File: src/rtl/weight_fetch_controller.sv
// Weight fetch sequencer: loads two 3x3 kernels (od1, od2 at input depth id)
// from the weight SRAM into local banks and presents them to the PE array.
module weight_fetch_controller #(
   parameter int DATA_W = 8,
   parameter int KWORDS = 9,
   parameter int ADDR_W = 16
) (
   input  logic                     clk,
   input  logic                     reset,
   input  logic [3:0]               total_id_i,
   input  logic [7:0]               total_od_i,
   input  logic                     prepare_i,
   input  logic                     start_i,
   input  logic [7:0]               od1_i,
   input  logic [7:0]               od2_i,
   input  logic [3:0]               id_i,
   output logic                     mem_rd_en_o,
   output logic [ADDR_W-1:0]        mem_addr_o,
   input  logic [DATA_W-1:0]        mem_rdata_i,
   input  logic                     mem_rvalid_i,
   output logic                     weight_ready_o,
   output logic                     weight_valid_o,
   output logic [KWORDS*DATA_W-1:0] w1_o,
   output logic [KWORDS*DATA_W-1:0] w2_o,
   output logic                     err_o
);

   localparam int CNT_W = $clog2(2*KWORDS+1);
   localparam int IDX_W = $clog2(KWORDS);
   localparam logic [CNT_W-1:0] K_C  = CNT_W'(KWORDS);
   localparam logic [CNT_W-1:0] K2_C = CNT_W'(2*KWORDS);
   localparam logic [CNT_W-1:0] ONE  = CNT_W'(1);

   typedef enum logic [2:0] {IDLE, FETCH, DRAIN, READY, ACTIVE} state_t;

   state_t                        state;
   logic [ADDR_W-1:0]             base1, base2;
   logic [ADDR_W-1:0]             base1_c, base2_c;
   logic                          skip2;
   logic [CNT_W-1:0]              issue_cnt, wr_cnt, outst, outst_next, n_reads;
   logic [IDX_W-1:0]              slot;
   logic                          accept, stray, bad_start;
   logic [KWORDS-1:0][DATA_W-1:0] bank1, bank2;

   assign w1_o = bank1;
   assign w2_o = bank2;

   // Kernel base address: kernels are laid out od-major, id-minor, KWORDS words each
   assign base1_c = ADDR_W'((32'(od1_i) * 32'(total_id_i) + 32'(id_i)) * 32'(KWORDS));
   assign base2_c = ADDR_W'((32'(od2_i) * 32'(total_id_i) + 32'(id_i)) * 32'(KWORDS));

   assign n_reads   = skip2 ? K_C : K2_C;
   // A return only counts if a read is actually outstanding
   assign accept    = mem_rvalid_i && (outst != '0);
   assign stray     = mem_rvalid_i && (outst == '0);
   assign bad_start = start_i && (state == IDLE || state == FETCH || state == DRAIN);

   // Outstanding count after this edge and bank slot of the current return
   always_comb begin
      outst_next = outst + {{(CNT_W-1){1'b0}}, mem_rd_en_o} - {{(CNT_W-1){1'b0}}, accept};
      slot       = (wr_cnt < K_C) ? IDX_W'(wr_cnt) : IDX_W'(wr_cnt - K_C);
   end

   // Outstanding-read counter: request leaves on rd_en, returns on rvalid
   always_ff @(posedge clk or posedge reset) begin
      if (reset) outst <= '0;
      else       outst <= outst_next;
   end

   // Sticky protocol error: stray return data or start outside READY/ACTIVE
   always_ff @(posedge clk or posedge reset) begin
      if (reset)                  err_o <= 1'b0;
      else if (stray || bad_start) err_o <= 1'b1;
   end

   // Main sequencer with registered SRAM strobe, status flags and banks
   always_ff @(posedge clk or posedge reset) begin
      if (reset) begin
         state          <= IDLE;
         base1          <= '0;
         base2          <= '0;
         skip2          <= 1'b0;
         issue_cnt      <= '0;
         wr_cnt         <= '0;
         mem_rd_en_o    <= 1'b0;
         mem_addr_o     <= '0;
         weight_ready_o <= 1'b0;
         weight_valid_o <= 1'b0;
         bank1          <= '0;
         bank2          <= '0;
      end else begin
         case (state)
            IDLE: begin
               if (prepare_i) begin
                  base1     <= base1_c;
                  base2     <= base2_c;
                  skip2     <= (od2_i >= total_od_i);
                  issue_cnt <= '0;
                  wr_cnt    <= '0;
                  state     <= FETCH;
               end
            end
            FETCH: begin
               if (!prepare_i) begin
                  // Abort: stop issuing; in-flight returns are drained, not written
                  mem_rd_en_o <= 1'b0;
                  state       <= (outst_next == '0) ? IDLE : DRAIN;
               end else begin
                  if (issue_cnt < n_reads) begin
                     mem_rd_en_o <= 1'b1;
                     mem_addr_o  <= (issue_cnt < K_C) ? base1 + ADDR_W'(issue_cnt)
                                                      : base2 + ADDR_W'(issue_cnt - K_C);
                     issue_cnt   <= issue_cnt + ONE;
                  end else begin
                     mem_rd_en_o <= 1'b0;
                  end
                  if (accept) begin
                     if (wr_cnt < K_C) bank1[slot] <= mem_rdata_i;
                     else              bank2[slot] <= mem_rdata_i;
                     wr_cnt <= wr_cnt + ONE;
                     if (wr_cnt == n_reads - ONE) begin
                        if (skip2) bank2 <= '0;
                        weight_ready_o <= 1'b1;
                        state          <= READY;
                     end
                  end
               end
            end
            DRAIN: begin
               if (outst_next == '0) state <= IDLE;
            end
            READY: begin
               // start has priority over a still-high prepare
               if (start_i) begin
                  weight_ready_o <= 1'b0;
                  weight_valid_o <= 1'b1;
                  state          <= ACTIVE;
               end else if (!prepare_i) begin
                  weight_ready_o <= 1'b0;
                  state          <= IDLE;
               end
            end
            ACTIVE: begin
               if (!start_i) begin
                  weight_valid_o <= 1'b0;
                  state          <= IDLE;
               end
            end
            default: state <= IDLE;
         endcase
      end
   end

endmodule

File: config.mk
export PLATFORM = sky130hd
export DESIGN_NAME = weight_fetch_controller
export DESIGN_NICKNAME = d
export VERILOG_FILES = /design/src/rtl/weight_fetch_controller.sv
export SDC_FILE = /design/constraint.sdc
export NUM_CORES = 1
export LEC_CHECK = 0
export BUFFER_PORTS_ARGS = -buffer_cell sky130_fd_sc_hd__buf_2
export CAP_MARGIN = 20
export CORE_UTILIZATION = 43
export DETAILED_ROUTE_END_ITERATION = 7
export HOLD_SLACK_MARGIN = 0.03
export SLEW_MARGIN = 20
export SYNTH_ARGS = -nofsm -noshare
export SYNTH_HDL_FRONTEND = slang
export SYNTH_SLANG_ARGS = --single-unit
export TNS_END_PERCENT = 1
File: constraint.sdc
create_clock -name clk -period 7.95 [get_ports clk]
set_input_delay 1.59 -clock clk [delete_from_list [all_inputs] [get_ports clk]]
set_output_delay 1.59 -clock clk [all_outputs]
set_load 0.02 [all_outputs]
# Yosys cells after proc, flatten, opt, wreduce, memory -nomap -nowiden

Cells that the tools add are included.

Add/sub/neg operators: 11
Multiply operators: 4
$lt $le $gt $ge: 6
Eq/ne operators: 16
Multiplexer cells: 38
Reductions and logical operators: 23

Operators with widths:

| kind                                                                          | number |
|---|---|
| 72-bit 2-to-1 mux                                                             | 3 |
| 72-bit bitwise mux                                                            | 2 |
| 8-bit demux with 4-bit select                                                 | 1 |
| 13-bit by 4-bit multiplier with 16-bit output (second input constant)         | 2 |
| 5-bit 2-to-1 mux                                                              | 6 |
| 12-bit by 4-bit adder with 13-bit output                                      | 2 |
| 8-bit by 4-bit multiplier with 12-bit output                                  | 2 |
| 3-bit 2-to-1 mux                                                              | 8 |
| 5-bit case mux with 2 select lines                                            | 2 |
| 16-bit adder                                                                  | 1 |
| 16-bit by 5-bit adder with 16-bit output                                      | 1 |
| 16-bit 2-to-1 mux                                                             | 1 |
| 3-bit case mux with 5 select lines                                            | 1 |
| 4-bit AND reduction                                                           | 3 |
| 5-bit by 1-bit adder with 5-bit output (second input constant)                | 2 |
| 5-bit logical NOT                                                             | 2 |
| 5-bit by 4-bit less-than comparator with 1-bit output (second input constant) | 2 |
| 2-bit inequality test (second input constant)                                 | 5 |
| 1-bit 2-to-1 mux                                                              | 9 |
| 3-bit AND reduction                                                           | 3 |
| 8-bit greater-or-equal comparator                                             | 1 |
| 8-bit 2-to-1 mux                                                              | 1 |
| 3-bit by 2-bit == test with 1-bit output (second input constant)              | 2 |
| 2-bit by 1-bit inequality test with 1-bit output (second input constant)      | 3 |
| 24 further kinds                                                              | 33 |

Register bits: 215
Word-level logic and storage cells: 128

# Depth between registers and ports, before layout

Word-level depth: 10
Mapped depth: 23
Depth with buffers taken out: 22

# Worst setup path after synthesis

Ideal clock, no wire load.

Kind: input-to-reg
From: in total_id_i[3]
To: reg base1[15]
Arrival: 6.583 ns
Path slack: 1.244 ns
Stages: 20
Cells stage by stage: clkbuf_1 -> nand2_1 -> fa_1 -> fa_1 -> fa_1 -> inv_1 -> ha_1 -> nand2b_1 -> a211oi_1 -> nor2_1 -> o311ai_0 -> inv_1 -> ha_1 -> ha_1 -> and2_1 -> a221oi_1 -> nand2_1 -> maj3_2 -> nor3b_1 -> o31a_1

Cells in the longest elaborated chain, start to end: 3

RTL lines:

| element                                       | RTL line | source |
|---|---|---|
| from (decl)                                   | 10       | `input logic [3:0] total_id_i,` |
| 8-bit by 4-bit multiplier with 12-bit output  | 49       | `assign base1_c = ADDR_W'((32'(od1_i) * 32'(total_id_i) + 32'(id_i)) * 32'(KWORDS));` |
| 12-bit by 4-bit adder with 13-bit output      | 49       |  |
| 13-bit by 4-bit multiplier with 16-bit output | 49       |  |
| to (signal assigned)                          | 95       | `base1 <= base1_c;` |
| to (decl)                                     | 37       | `logic [ADDR_W-1:0] base1, base2;` |

No other way between the ends.
A chain may end at the register's enable or synchronous reset.

# Worst setup path in the final report

Same ends and word-level chain as after synthesis.

==> metrics.yaml <==
placed_design:
  dpl.hpwl_um: 24100
  gp_congestion: 0.843
  numPortBuffers: 208
  detailed_place.area_mm2: 0.0153
sta:
  final.period_utilization_pct: 84.1
  fmax_ghz: 0.150
  fin_worst_hold_slack_ns: 0.471
  post-route-min-period_ns: 6.68
  worst_pin_slew_ns: 1.00
  slew_viol_final: 0
  finalHoldViolCount: 0
  worst_slew_margin_rel_pct: 33.0
  setup_violations: 0
  setup-tns-final_ns: 0
  clock_skew_ns: 0.0235
  rsz0062_at_grt: "no"
pwr:
  internal_power_mw: 3.12
  cellLeakagePower_nw: 8.38
  power.share.combinational_pct: 46.6
  power-per-cell-area_mw_per_mm2: 318
  power.total_mw: 5.15
  ir_worst_vdd_v: 0.000177
  total_switching_power_mw: 2.03
  switching_share_pct: 39.5
  power.share.clock_pct: 24.6
  seqPwrFrac_pct: 28.7
clocking:
  cts.repair.resized: 0
  numClockSinks: 215
  cts_htree_levels: 1
  tritoncts: "yes"
  total_setup_buffers_inserted_after_cts: 0
  cts-root-buf: "sky130_fd_sc_hd__clkbuf_16"
  tritoncts.num_buffers: 25
  clkTransAtPathRegs_ns: 0.06
  cts_hold_repair.buffers: 0
  clock_tree.buffer_depth: 3
  clkLatencyLatePin_ns: 0.54
floorplan:
  die_x_um: 182
  fp.coreArea_mm2: 0.0316
  num_rows: 65
  chip_height_um: 182
  die-area_mm2: 0.0330
  pin_count: 209
  initial_utilization_pct: 43.9
synth:
  synth_nets: 1574
  synth_sequential_area_ratio_pct: 38.7
  syn_inst: 1363
  async_reset_ff_share_pct: 100
  syn_area_per_cell_um2: 10.2
  post_synth_main_area_contributors: "sky130_fd_sc_hd__dfrtp_1 (39%), sky130_fd_sc_hd__ha_1 (12%), sky130_fd_sc_hd__mux2_2 (6.2%), sky130_fd_sc_hd__mux2i_1 (5.5%), sky130_fd_sc_hd__fa_1 (5.0%)"
  syn-cell-area_mm2: 0.0139
  synth_seq_cells: 215
  yosys.area.top_type: "sky130_fd_sc_hd__dfrtp_1"
  synth_warnings: 0
  flip_flop_cell_with_the_highest_count_after_synthesis: "sky130_fd_sc_hd__dfrtp_1"
  synth_cell_type_count: 71
  synth_enable_flop_cells: 0
  synth_largest_type_area_fraction_pct: 38.7
drt:
  via_per_inst: 5.27
  vias: 10400
  wire_per_inst_um: 16.6
  drt_first_pass_iters: 5
  drtIter0Drc: 560
  wl_um: 32700
  drc_errors: 0
  detail-route-antenna-nets: 0
critical_path:
  worst-endpoint-arrival_ns: 7.09
  critPathKind: "in -> reg"
  critPathCaptureType: "register"
  critical_path_peak_fanout: 16
  critical_path_required_ns: 8.36
  timing.critical_path.from_type: "input port"
grt:
  global_route_wire_length_before_repair_um: 54300
  antenna_found_initial: 1
  globalRoute.totalOverflow: 0
  grt.total_usage_pct: 20.2
  grt_pass1_vias: 10000
  largest_net_degree_at_the_start_of_global_routing: 146
cells_and_area:
  final_util_pct: 51.3
  area_growth_syn_to_layout_pct: 16.8
  final_layout_size_suffix_gt1_share_pct: 22.9
  finalNetCount: 1763
  design_area_mm2: 0.0162
run_status:
  status: "complete, no violations"
flow_run:
  cap_viol_max_count: 0
worst_hold_path:
  timing.hold.worst.class: "reg -> reg"
## cells in the final DEF (no fill, tap or decap), drive strengths merged, types with 3 or more instances in the layout
cell type / n
a31oi: 7
xnor2: 34
bufinv: 5
nor3b: 9
or3: 7
inv: 85
nand2: 116
fa: 35
a41oi: 3
a211o: 4
or4: 4
nand3b: 7
o2111ai: 5
a21boi: 4
o21ai: 72
a211oi: 10
nor2b: 9
a21oi: 57
o31a: 4
nand4: 6
ha: 131
nand3: 15
o211ai: 3
and2: 48
buf: 213
clkinv: 3
xor2: 33
mux2i: 77
a22o: 4
o21a: 14
clkbuf: 37
nor3: 16
nor2: 127
a21o: 16
dfrtp: 215
mux2: 76
nand2b: 15
and3: 4
o31ai: 9
o21bai: 8
## flip-flops by register name, indices dropped and copies added (netlist names)
register and flops:
base1 16, skip2 1, issue_cnt 5, wr_cnt 5, w1_o 72, mem_rd_en_o 1
base2 16, w2_o 72, state 3, weight_ready_o 1, err_o 1, weight_valid_o 1
mem_addr_o 16, outst 5
## routing by layer
metal	global-route usage [%]	up-vias	share of wire, %
li1	-	5095	-
met1	30.1	5019	49
met2	30.7	236	44
met3	2.57	53	4.3
met4	5.32	0	2.5
met5	0	-	0
## path summary, 6_finish.rpt
kind | from | endpoint | slack, ns | cells after the start
min in group asynchronous | reset | w1_o[2]$_DFFE_PP0P_ | 1.14 | 2
max in group asynchronous | reset | mem_addr_o[11]$_DFFE_PP0P_ | 5.36 | 3
worst max-delay path | total_id_i[3] | base1[15]$_DFFE_PP0P_ | 1.27 | 20
worst min register to register | mem_addr_o[3]$_DFFE_PP0P_ | mem_addr_o[3]$_DFFE_PP0P_ | 0.47 | 2
worst min-delay path | mem_addr_o[3]$_DFFE_PP0P_ | mem_addr_o[3]$_DFFE_PP0P_ | 0.47 | 2
worst max register to register | issue_cnt[0]$_DFFE_PP0P_ | mem_addr_o[14]$_DFFE_PP0P_ | 4.02 | 10
## cell families (layout without fill, tap and decap cells)
logic type | after synthesis | in the layout | synth area share, %
compound gates | 237 | 237 | 10.8
xor+xnor | 67 | 67 | 4.22
fa+ha+maj | 167 | 167 | 16.9
buf+inv | 135 | 343 | 3.69
flops | 215 | 215 | 38.7
mux | 153 | 153 | 11.7
other cells | 0 | 1 | 0
simple gates | 389 | 389 | 13.9
## per-stage QoR
step,instances,worst slack [ns]
CTS,1973,1.23
global route,1973,0.851
detailed placement,1927,0.691
finish,1974,1.27
global placement,1927,0.910
floorplan,1363,0.481
## synthesized netlist by cell type (34+ instances only)
| library cell | count |
|---|---|
| sky130_fd_sc_hd__nand2_1 | 115 |
| sky130_fd_sc_hd__ha_1 | 131 |
| sky130_fd_sc_hd__xnor2_1 | 34 |
| sky130_fd_sc_hd__nor2_1 | 112 |
| sky130_fd_sc_hd__o21ai_0 | 70 |
| sky130_fd_sc_hd__inv_1 | 83 |
| sky130_fd_sc_hd__mux2_2 | 76 |
| sky130_fd_sc_hd__mux2i_1 | 77 |
| sky130_fd_sc_hd__and2_1 | 48 |
| sky130_fd_sc_hd__dfrtp_1 | 215 |
| sky130_fd_sc_hd__fa_1 | 35 |
| sky130_fd_sc_hd__a21oi_1 | 57 |
| sky130_fd_sc_hd__clkbuf_1 | 40 |
## final cells by class
cell class,count,area (µm²)
timing repair buffer,213,1080
clock inverter,9,191
inverter,84,328
multi-input combinational,1013,8010
tap,402,503
antenna,1,2.50
sequential,215,5380
clock buffer,37,731
fill,2936,15400
## worst max-delay path: stages
cell	delay [ns]
sky130_fd_sc_hd__buf_2	0.24
sky130_fd_sc_hd__nand2_1	0.12
sky130_fd_sc_hd__fa_1	0.52
sky130_fd_sc_hd__fa_1	0.52
sky130_fd_sc_hd__fa_1	0.51
sky130_fd_sc_hd__inv_1	0.04
sky130_fd_sc_hd__ha_1	0.34
sky130_fd_sc_hd__nand2b_1	0.11
sky130_fd_sc_hd__a211oi_1	0.40
sky130_fd_sc_hd__nor2_1	0.09
sky130_fd_sc_hd__o311ai_0	0.43
sky130_fd_sc_hd__inv_1	0.17
sky130_fd_sc_hd__ha_1	0.33
sky130_fd_sc_hd__ha_1	0.35
sky130_fd_sc_hd__and2_1	0.18
sky130_fd_sc_hd__a221oi_1	0.30
sky130_fd_sc_hd__nand2_1	0.14
sky130_fd_sc_hd__maj3_2	0.31
sky130_fd_sc_hd__nor3b_1	0.14
sky130_fd_sc_hd__o31a_1	0.25
## power by group through the flow
stage,Clock (mW),Combinational (mW),Sequential (mW)
floorplan,0,1.77,1.55
global placement,0,2.36,1.50
CTS,1.30,2.43,1.48
detailed placement,0,2.39,1.50
global route,1.34,2.75,1.51
finish,1.27,2.40,1.48
Note: power is estimated with default switching activity, not from simulation.
